--- config.mk ---
export PLATFORM = sky130hd
export DESIGN_NAME = sm83_tcycle_seq_flat
export DESIGN_NICKNAME = d
export VERILOG_FILES = /design/src/rtl/sm83_tcycle_seq_if.sv /design/src/rtl/sm83_tcycle_seq.sv /design/src/flat_wrapper.sv
export SDC_FILE = /design/constraint.sdc
export NUM_CORES = 1
export LEC_CHECK = 0
export ABC_CLOCK_PERIOD_IN_PS = 1850
export CORE_UTILIZATION = 46
export DETAILED_ROUTE_END_ITERATION = 8
export PLACE_DENSITY = 0.77
export SYNTH_ARGS = -nofsm -noshare
export SYNTH_HDL_FRONTEND = slang
export SYNTH_SLANG_ARGS = --single-unit
--- constraint.sdc ---
create_clock -name clk -period 1.85 [get_ports clk]
set_clock_uncertainty 0.15 [all_clocks]
set_input_delay 0.185 -clock clk [delete_from_list [all_inputs] [get_ports clk]]
set_output_delay 0.185 -clock clk [all_outputs]
set_load 0.02 [all_outputs]
--- src/rtl/sm83_tcycle_seq_if.sv ---
// Phase-sequencer bus: core-side control inputs and the registered phase outputs.
// master = core/controller side, slave = sm83_tcycle_seq.
interface sm83_tcycle_seq_if #(
  parameter int T_PER_M = 4,
  parameter int M_CNT_W = 3
);
  logic               halt_req;
  logic               wake;
  logic               mcyc_clr;
  logic               wait_n;
  logic [T_PER_M-1:0] t_n;
  logic [M_CNT_W-1:0] m_cnt;
  logic               m_end;
  logic               halted;

  modport master (
    output halt_req, wake, mcyc_clr, wait_n,
    input  t_n, m_cnt, m_end, halted
  );

  modport slave (
    input  halt_req, wake, mcyc_clr, wait_n,
    output t_n, m_cnt, m_end, halted
  );
endinterface

--- src/rtl/sm83_tcycle_seq.sv ---
// SM83 T-cycle/M-cycle sequencer: active-low one-hot phase strobes, M-cycle counter, HALT.
// Optional memory wait stretching of WAIT_PHASE when SM83_TCYCLE_SEQ_WAIT_EN is defined.
module sm83_tcycle_seq #(
  parameter int T_PER_M    = 4,
  parameter int M_CNT_W    = 3,
  parameter int WAIT_PHASE = 2
) (
  input  logic              clk,
  input  logic              reset_n,
  sm83_tcycle_seq_if.slave  bus
);

  localparam int P_W = (T_PER_M > 2) ? $clog2(T_PER_M) : 1;

  localparam logic [P_W-1:0]     P_LAST = P_W'(T_PER_M - 1);
  localparam logic [P_W-1:0]     P_ONE  = P_W'(1);
  localparam logic [M_CNT_W-1:0] M_ONE  = M_CNT_W'(1);

  localparam logic [1:0] ST_IDLE = 2'd0;
  localparam logic [1:0] ST_RUN  = 2'd1;
  localparam logic [1:0] ST_HALT = 2'd2;

  logic [1:0]         state_q,  state_d;
  logic [P_W-1:0]     p_q,      p_d;
  logic [M_CNT_W-1:0] m_cnt_q,  m_cnt_d;
  logic [T_PER_M-1:0] t_n_q,    t_n_d;
  logic               m_end_q,  m_end_d;
  logic               halted_q, halted_d;
  logic               stall;

`ifdef SM83_TCYCLE_SEQ_WAIT_EN
  localparam logic [P_W-1:0] P_WAIT = P_W'(WAIT_PHASE);
  // Stretch holds the whole sequencer, including m_cnt, for as long as wait_n stays low.
  assign stall = (state_q == ST_RUN) && (p_q == P_WAIT) && !bus.wait_n;
`else
  logic unused_wait;
  assign unused_wait = bus.wait_n;
  assign stall       = 1'b0;
`endif

  always_comb begin
    state_d = state_q;
    p_d     = p_q;
    m_cnt_d = m_cnt_q;
    case (state_q)
      ST_IDLE: begin
        state_d = ST_RUN;
        p_d     = '0;
        m_cnt_d = '0;
      end
      ST_RUN: begin
        if (stall) begin
          p_d = p_q;
        end else if (p_q == P_LAST) begin
          // M-cycle boundary: the only place halt_req/wake/mcyc_clr are looked at.
          p_d = '0;
          if (bus.halt_req && !bus.wake) begin
            state_d = ST_HALT;
            m_cnt_d = '0;
          end else if (bus.mcyc_clr) begin
            m_cnt_d = '0;
          end else begin
            m_cnt_d = m_cnt_q + M_ONE;
          end
        end else begin
          p_d = p_q + P_ONE;
        end
      end
      ST_HALT: begin
        if (bus.wake) begin
          state_d = ST_RUN;
          p_d     = '0;
          m_cnt_d = '0;
        end
      end
      default: begin
        state_d = ST_IDLE;
        p_d     = '0;
        m_cnt_d = '0;
      end
    endcase
  end

  // Strobes are decoded from next-state so every output leaves a flop directly.
  for (genvar i = 0; i < T_PER_M; i++) begin : g_tn
    assign t_n_d[i] = !((state_d == ST_RUN) && (p_d == P_W'(i)));
  end

  assign m_end_d  = (state_d == ST_RUN) && (p_d == P_LAST);
  assign halted_d = (state_d == ST_HALT);

  always_ff @(posedge clk or negedge reset_n) begin
    if (!reset_n) begin
      state_q  <= ST_IDLE;
      p_q      <= '0;
      m_cnt_q  <= '0;
      t_n_q    <= '1;
      m_end_q  <= 1'b0;
      halted_q <= 1'b0;
    end else begin
      state_q  <= state_d;
      p_q      <= p_d;
      m_cnt_q  <= m_cnt_d;
      t_n_q    <= t_n_d;
      m_end_q  <= m_end_d;
      halted_q <= halted_d;
    end
  end

  assign bus.t_n    = t_n_q;
  assign bus.m_cnt  = m_cnt_q;
  assign bus.m_end  = m_end_q;
  assign bus.halted = halted_q;

  // Exactly one strobe low in RUN, none anywhere else.
  a_tn_onehot: assert property (@(posedge clk) disable iff (!reset_n)
    $onehot0(~t_n_q) && ($onehot(~t_n_q) == (state_q == ST_RUN)));

endmodule

--- src/flat_wrapper.sv ---
// flat-port wrapper written by rule: the top's interface ports become plain ports
module sm83_tcycle_seq_flat 
#(
  parameter int T_PER_M    = 4,
  parameter int M_CNT_W    = 3,
  parameter int WAIT_PHASE = 2
)
  (clk, reset_n, bus_halt_req, bus_wake, bus_mcyc_clr, bus_wait_n, bus_t_n, bus_m_cnt, bus_m_end, bus_halted);
  sm83_tcycle_seq_if #(.T_PER_M(T_PER_M), .M_CNT_W(M_CNT_W)) bus_i ();
  input  logic clk;
  input  logic reset_n;
  input wire logic [$bits(bus_i.halt_req)-1:0] bus_halt_req;
  input wire logic [$bits(bus_i.wake)-1:0] bus_wake;
  input wire logic [$bits(bus_i.mcyc_clr)-1:0] bus_mcyc_clr;
  input wire logic [$bits(bus_i.wait_n)-1:0] bus_wait_n;
  output wire logic [$bits(bus_i.t_n)-1:0] bus_t_n;
  output wire logic [$bits(bus_i.m_cnt)-1:0] bus_m_cnt;
  output wire logic [$bits(bus_i.m_end)-1:0] bus_m_end;
  output wire logic [$bits(bus_i.halted)-1:0] bus_halted;
  assign bus_i.halt_req = bus_halt_req;
  assign bus_i.wake = bus_wake;
  assign bus_i.mcyc_clr = bus_mcyc_clr;
  assign bus_i.wait_n = bus_wait_n;
  assign bus_t_n = bus_i.t_n;
  assign bus_m_cnt = bus_i.m_cnt;
  assign bus_m_end = bus_i.m_end;
  assign bus_halted = bus_i.halted;
  sm83_tcycle_seq #(.T_PER_M(T_PER_M), .M_CNT_W(M_CNT_W), .WAIT_PHASE(WAIT_PHASE)) u_core (.clk(clk), .reset_n(reset_n), .bus(bus_i));
endmodule
==> results of run 1 <==
worst min-delay path by stage:
stage | startpoint | to | cells after the start
CTS | reset_n | u_core.state_q[0] | 1
global placement | u_core.bus.m_cnt[2] | u_core.bus.m_cnt[2] | 1
global route | reset_n | u_core.state_q[1] | 1
finish | reset_n | u_core.bus.m_cnt[2] | 1
floorplan | reset_n | u_core.bus.halted | 0
detailed placement | u_core.bus.m_cnt[2] | u_core.bus.m_cnt[2] | 1
cell families (layout without fill, tap and decap cells):
group           after synthesis  count (layout)
compound gates                9               9
fa+ha+maj                     6               6
buf+inv                       4              29
flops                        13              13
mux                           1               1
simple gates                 21              21
timing repair:
action,4_1_cts,5_1_grt
endpoints found under the hold margin,0,0
buffers inserted,0,2
hold buffers,0,0
gates resized for setup,0,9
endpoints found under the setup margin,0,5
flip-flops by register name, summed over array words and instances (netlist names):
signal             flops
u_core.bus.m_cnt       3
u_core.p_q             2
u_core.bus.m_end       1
u_core.state_q         2
u_core.bus.t_n         4
u_core.bus.halted      1
routing by layer:
layer  global-route usage, %  wire length, um
met5                       0                0
met2                    30.3              564
met3                    8.52               54
met4                    2.59                0
met1                    23.4              532
Yosys cell counts (all sizes together):
cell type / n / share of area (%)
o21ai: 3 / 2.3
nand3: 4 / 3.1
nor2: 2 / 1.2
nor3b: 1 / 2.9
dfstp: 4 / 16
and3: 1 / 0.97
dfrtp: 9 / 35
nand3b: 2 / 2.3
nor3: 1 / 0.77
a22o: 2 / 2.7
nand2b: 3 / 2.9
o21a: 1 / 1.2
nor2b: 2 / 1.9
inv: 4 / 2.3
nand2: 3 / 1.7
a311oi: 1 / 2.3
a32oi: 1 / 1.4
nor4b: 1 / 2.3
and2: 1 / 0.97
ha: 6 / 12
a2bb2oi: 1 / 2.3
mux2: 1 / 1.7
metrics by stage:
stage	hold WS (ns)	utilization [%]	setup TNS (ns)	cell area [sq um]	power [mW]
final	0.116	69.7	0	907	1.26
after CTS	0.147	66.7	0	868	1.22
after floorplan	-0.261	-	0	647	0.781
after global placement	0.330	64.6	0	841	1.02
after detailed placement	0.334	64.6	0	841	1.04
after global routing	0.178	69.7	-0.00152	907	1.36
final cells by class:
cell class / instances / area, sq um
Clock buffer: 3 / 22.5
Clock inverter: 1 / 5.00
Fill cell: 99 / 394
Inverter: 4 / 15.0
Multi-Input combinational cell: 37 / 325
Sequential cell: 13 / 330
Tap cell: 15 / 18.8
Timing Repair Buffer: 21 / 190
placed cells by master (no fill, tap or decap), drive strengths merged, types with 2 or more instances in the layout:
cell type       n
a22o            2
buf             8
clkbuf          3
clkdlybuf4s50  13
dfrtp           9
dfstp           4
ha              6
inv             4
nand2           3
nand2b          3
nand3           4
nand3b          2
nor2            2
nor2b           2
o21ai           3
power by group:
part           internal [mW]  total [mW]  switching, mW
logic                  0.333       0.657          0.324
registers              0.381       0.428         0.0467
clock network         0.0802       0.174         0.0942
==> results_dict.tcl, run 1 <==
set metrics [dict create \
    tritoncts "yes" \
    reg2reg_from "u_core.p_q[0]" \
    ant_nets 0 \
    grt_setup_unrepaired "yes" \
    antenna_cells 0 \
    die_y_um 39.5 \
    core_sq_mm 0.00130 \
    clk_pin_slew_worst_paths_ns 0.08 \
    drt_pass1_iterations 2 \
    avgSynthCellArea_sq_um 12.0 \
    rrSetupSlack_ns 0.12 \
    clk_latency_ns 0.27 \
    grtUsageTotal_pct 18.8 \
    overflow 0 \
    worstPathArrival_ns 1.39 \
    synth-adder-area-share_pct 11.6 \
    finalCritPeriodShare_pct 93.3 \
    end_kind "output port" \
    grt_pass1_wl_um 1860 \
    report.final.slew_viol_count 0 \
    drtIter0Drc 5 \
    yosys_warnings 0 \
    final_nets 92 \
    areaGrowthSynthToFinish_pct 40.2 \
    hold_violations 0 \
    fmax_mhz 579 \
    p_leak_nw 0.421 \
    cp_cell_sequence "clkdlybuf4s50_1" \
    path_class "reg -> out" \
    cp_max_fo 1 \
    ys_types 22 \
    relSlewSlack_pct 62.0 \
    gp_congestion 0.693 \
    clockBufferDepth 2 \
    cts.sinks 13 \
    hpwl_um 843 \
    ys_seq_area_share_pct 51.1 \
    grt_max_degree 14 \
    drc 0 \
    worst_r2r_endpoint "u_core.bus.t_n[1]" \
    synth_area_sq_um 647 \
    layout.cells.non_filler 94 \
    layout-drive-gt1-share_pct 35.4 \
    routed-via-count 480 \
    p_per_area_mw_per_mm2 1390 \
    required_ns 1.51 \
    synth_seq_cells 13 \
    final-setup-viol-count 0 \
    synthSimpleGateAreaFrac_pct 21.1 \
    antenna_found_initial 0 \
    status "complete, no violations" \
    placedCellCount 88 \
    fp-row-count 13 \
    vias_per_cell 5.11 \
    hold_path.class "in -> async" \
    cts-root-buf "clkbuf_4" \
    syn_inst 54 \
    portBuffers 13 \
    syn_nets 66 \
    endpoint "bus_t_n[3]" \
    synth_xor_area_share_pct 0 \
    die-area_sq_mm 0.00156 \
    die_x_um 39.5 \
    wl_per_cell_um 12.2 \
    synth.area.mux_share_pct 1.74 \
    critPathTopFamily "buffers and inverters" \
    critPathLaunchType "flip-flop" \
    cp-startpoint "u_core.bus.t_n[3]" \
    path_buf_inv 1 \
    slowest_stage "clkdlybuf4s50_1" \
    htreeDepth 1 \
    synth_compound_area_share_pct 12.2 \
    synth_top_family_by_area "simple AND/OR/NAND/NOR gates" \
    cts_buffers 3 \
    cp.depth 1 \
    pin_count 15 \
    setup_ws_ns 0.124 \
    maxCapViolCount 0 \
    worst_pin_slew_ns 0.568 \
    wirelength_um 1150 \
    reg2reg_depth 6 \
    vdd_drop_max_mv 0.727 \
    initial_utilization_pct 49.7 \
    dp_slack_ns 0.0905 \
    cp_slowest_stage_delay_ns 0.60 \
    min_period_ns 1.73 \
    grt_pass1_vias 442 \
]
Note: power is estimated with default switching activity, not from simulation.
==> run 2: changes to the inputs <==
ABC_AREA = 1   (was not set)
CORE_UTILIZATION = 48   (was 46)
GPL_ROUTABILITY_DRIVEN = 1   (was not set)
PLACE_DENSITY = 0.79   (was 0.77)
==> run 2 against run 1 <==
Compared with the run above:
- synthesized cell count rose by 59%
- utilization is 3.2 points lower
- wire length increased by 2.8%
- hold slack gained 0.0018 ns
- largest power group unchanged
==> results_dict.tcl, run 2 <==
set metrics [dict create \
    status "complete, no violations" \
    p_per_area_mw_per_mm2 1410 \
    yosys-top-cells-count "nand2_1, inv_1, nor2_1, nand3_1, dfrtp_1" \
    ant_nets 0 \
    final_area_sq_um 887 \
    cts_setup_buffers 0 \
    fin_setup_tns_ns 0 \
    synth.most_common_cell "nand2_1" \
    path_class "reg -> out" \
    async_flop_share_pct 100 \
    hold_path.class "in -> async" \
    final-setup-viol-count 0 \
    place_area_sq_um 861 \
    cp_cell_sequence "clkdlybuf4s50_1" \
    min_period_ns 1.72 \
    fillerInstances 116 \
    wl_per_cell_um 10.0 \
    finalCritPeriodShare_pct 92.8 \
    grt_max_degree 14 \
    cts-root-buf "clkbuf_4" \
    syn_inst 86 \
    layout_common_cells "nand2_1, inv_1, clkdlybuf4s50_1" \
    hpwl_um 951 \
    syn_nets 98 \
    htreeDepth 1 \
    fmax_mhz 582 \
    slowest_stage "clkdlybuf4s50_1" \
    reg2reg_depth 8 \
    drc 0 \
    cts_repair_resize_count 0 \
    cts_hold_buf 0 \
    layout-drive-gt1-share_pct 14.6 \
    relSlewSlack_pct 62.9 \
    critPathLaunchType "flip-flop" \
    synth_seq_cells 13 \
    portBuffers 13 \
    hold_violations 0 \
    grt_pass1_vias 512 \
    routed-via-count 572 \
    antenna_cells 0 \
    synth_edf_count 0 \
    report.final.slew_viol_count 0 \
    cts_buffers 3 \
    layout.cells.non_filler 118 \
    yosysTopAreaCellShare_pct 31.6 \
    p_leak_nw 0.447 \
    grt_setup_unrepaired "no" \
    clk_latency_ns 0.27 \
    required_ns 1.51 \
    fp-row-count 13 \
    die_x_um 40.5 \
    synth_area_sq_um 712 \
    clk_pin_slew_worst_paths_ns 0.07 \
    final_nets 116 \
    synthFlopType "dfrtp_1" \
    critPathTopFamily "buffers and inverters" \
    layout_commonest_cell "nand2_1" \
    tritoncts "yes" \
    grtUsageTotal_pct 19.1 \
    multiInputGateArea_sq_um 325 \
    maxCapViolCount 0 \
    largest_register_ff_count 4 \
    yosys.area.top_type "dfrtp_1" \
    cp_slowest_stage_delay_ns 0.59 \
    seq_area_sq_um 330 \
    yosys_warnings 0 \
    worst_pin_slew_ns 0.555 \
    cp_max_fo 1 \
    dp_slack_ns 0.271 \
    end_kind "output port" \
    grt_pass1_wl_um 1990 \
    setup_ws_ns 0.132 \
    postLayoutCoreUtil_pct 66.5 \
    core_sq_mm 0.00133 \
    path_buf_inv 1 \
    die-area_sq_mm 0.00164 \
    antenna_found_initial 0 \
    overflow 0 \
    vias_per_cell 4.85 \
    ys_types 17 \
    drt_pass1_iterations 4 \
    avgSynthCellArea_sq_um 8.28 \
    clockBufferDepth 2 \
    wirelength_um 1180 \
    vdd_drop_max_mv 0.723 \
    cts.sinks 13 \
    ys_seq_area_share_pct 46.4 \
    initial_utilization_pct 53.4 \
    cp.depth 1 \
    die_y_um 40.5 \
    placedCellCount 114 \
    drtIter0Drc 7 \
    pin_count 15 \
    areaGrowthSynthToFinish_pct 24.6 \
    ys_top_cells_by_area "dfrtp_1, dfstp_2, ha_1, nand2_1, nand3_1" \
    gp_congestion 0.761 \
    worstPathArrival_ns 1.38 \
]
==> run 2: cell count changes after synthesis, moves of 3 or more <==
cell | previous run | this run
nand2_1 | 3 | 16
inv_1 | 4 | 13
nor2_1 | 2 | 11
nand3_1 | 4 | 10
a21oi_1 | 0 | 3
nand2_2 | 0 | 3
nand2b_1 | 3 | 0
==> run 2: area by class of cell <==
cell class | instances | share of cell area (%)
timing repair buffer | 13 | 14.7
inverter | 15 | 6.35
clock buffer | 4 | 2.96
multi-input combinational | 58 | 36.7
sequential | 13 | 37.2
tap | 15 | 2.12
==> run 2: cell families (layout without fill, tap and decap cells) <==
family | after synthesis | count (layout) | share of synthesized area [%]
AND/OR/NAND/NOR | 42 | 42 | 25.7
flip-flops | 13 | 13 | 46.4
adder cells (fa/ha/maj) | 6 | 6 | 10.5
buffers and inverters | 15 | 32 | 7.91
AO/OA/AOI/OAI | 10 | 10 | 9.49
==> run 2: metrics by stage <==
stage / hold slack (ns) / power (mW)
detailed placement: 0.352 / 1.10
global route: 0.168 / 1.38
global placement: 0.352 / 1.08
finish: 0.118 / 1.25
CTS: 0.138 / 1.27
floorplan: -0.261 / 0.908
==> run 2: routing by layer <==
| layer | vias to the layer above | GRT usage (%) | routed length (um) |
|---|---|---|---|
| met5 | - | 0 | 0 |
| li1 | 304 | - | - |
| met2 | 13 | 36.1 | 596 |
| met4 | 0 | 2.50 | 0 |
| met3 | 0 | 9.44 | 82 |
| met1 | 255 | 18.8 | 505 |
==> run 2: report_power, final <==
group	leakage, nW	total, mW	switching (mW)	internal (mW)
Sequential	0.162	0.442	0.0582	0.384
Clock	0.0150	0.166	0.0826	0.0835
Combinational	0.270	0.640	0.376	0.265
==> run 2: worst paths after layout <==
kind | start | end | slack, ns
max in group asynchronous | reset_n | u_core.bus.t_n[3] | 1.05
min in group clk | u_core.bus.m_cnt[0] | u_core.bus.m_cnt[0] | 0.36
hold / removal | reset_n | u_core.bus.m_cnt[0] | 0.12
setup / recovery | u_core.bus.t_n[0] | bus_t_n[0] | 0.13
setup reg to reg | u_core.state_q[0] | u_core.bus.m_end | 0.29
hold reg to reg | u_core.bus.m_cnt[0] | u_core.bus.m_cnt[0] | 0.36
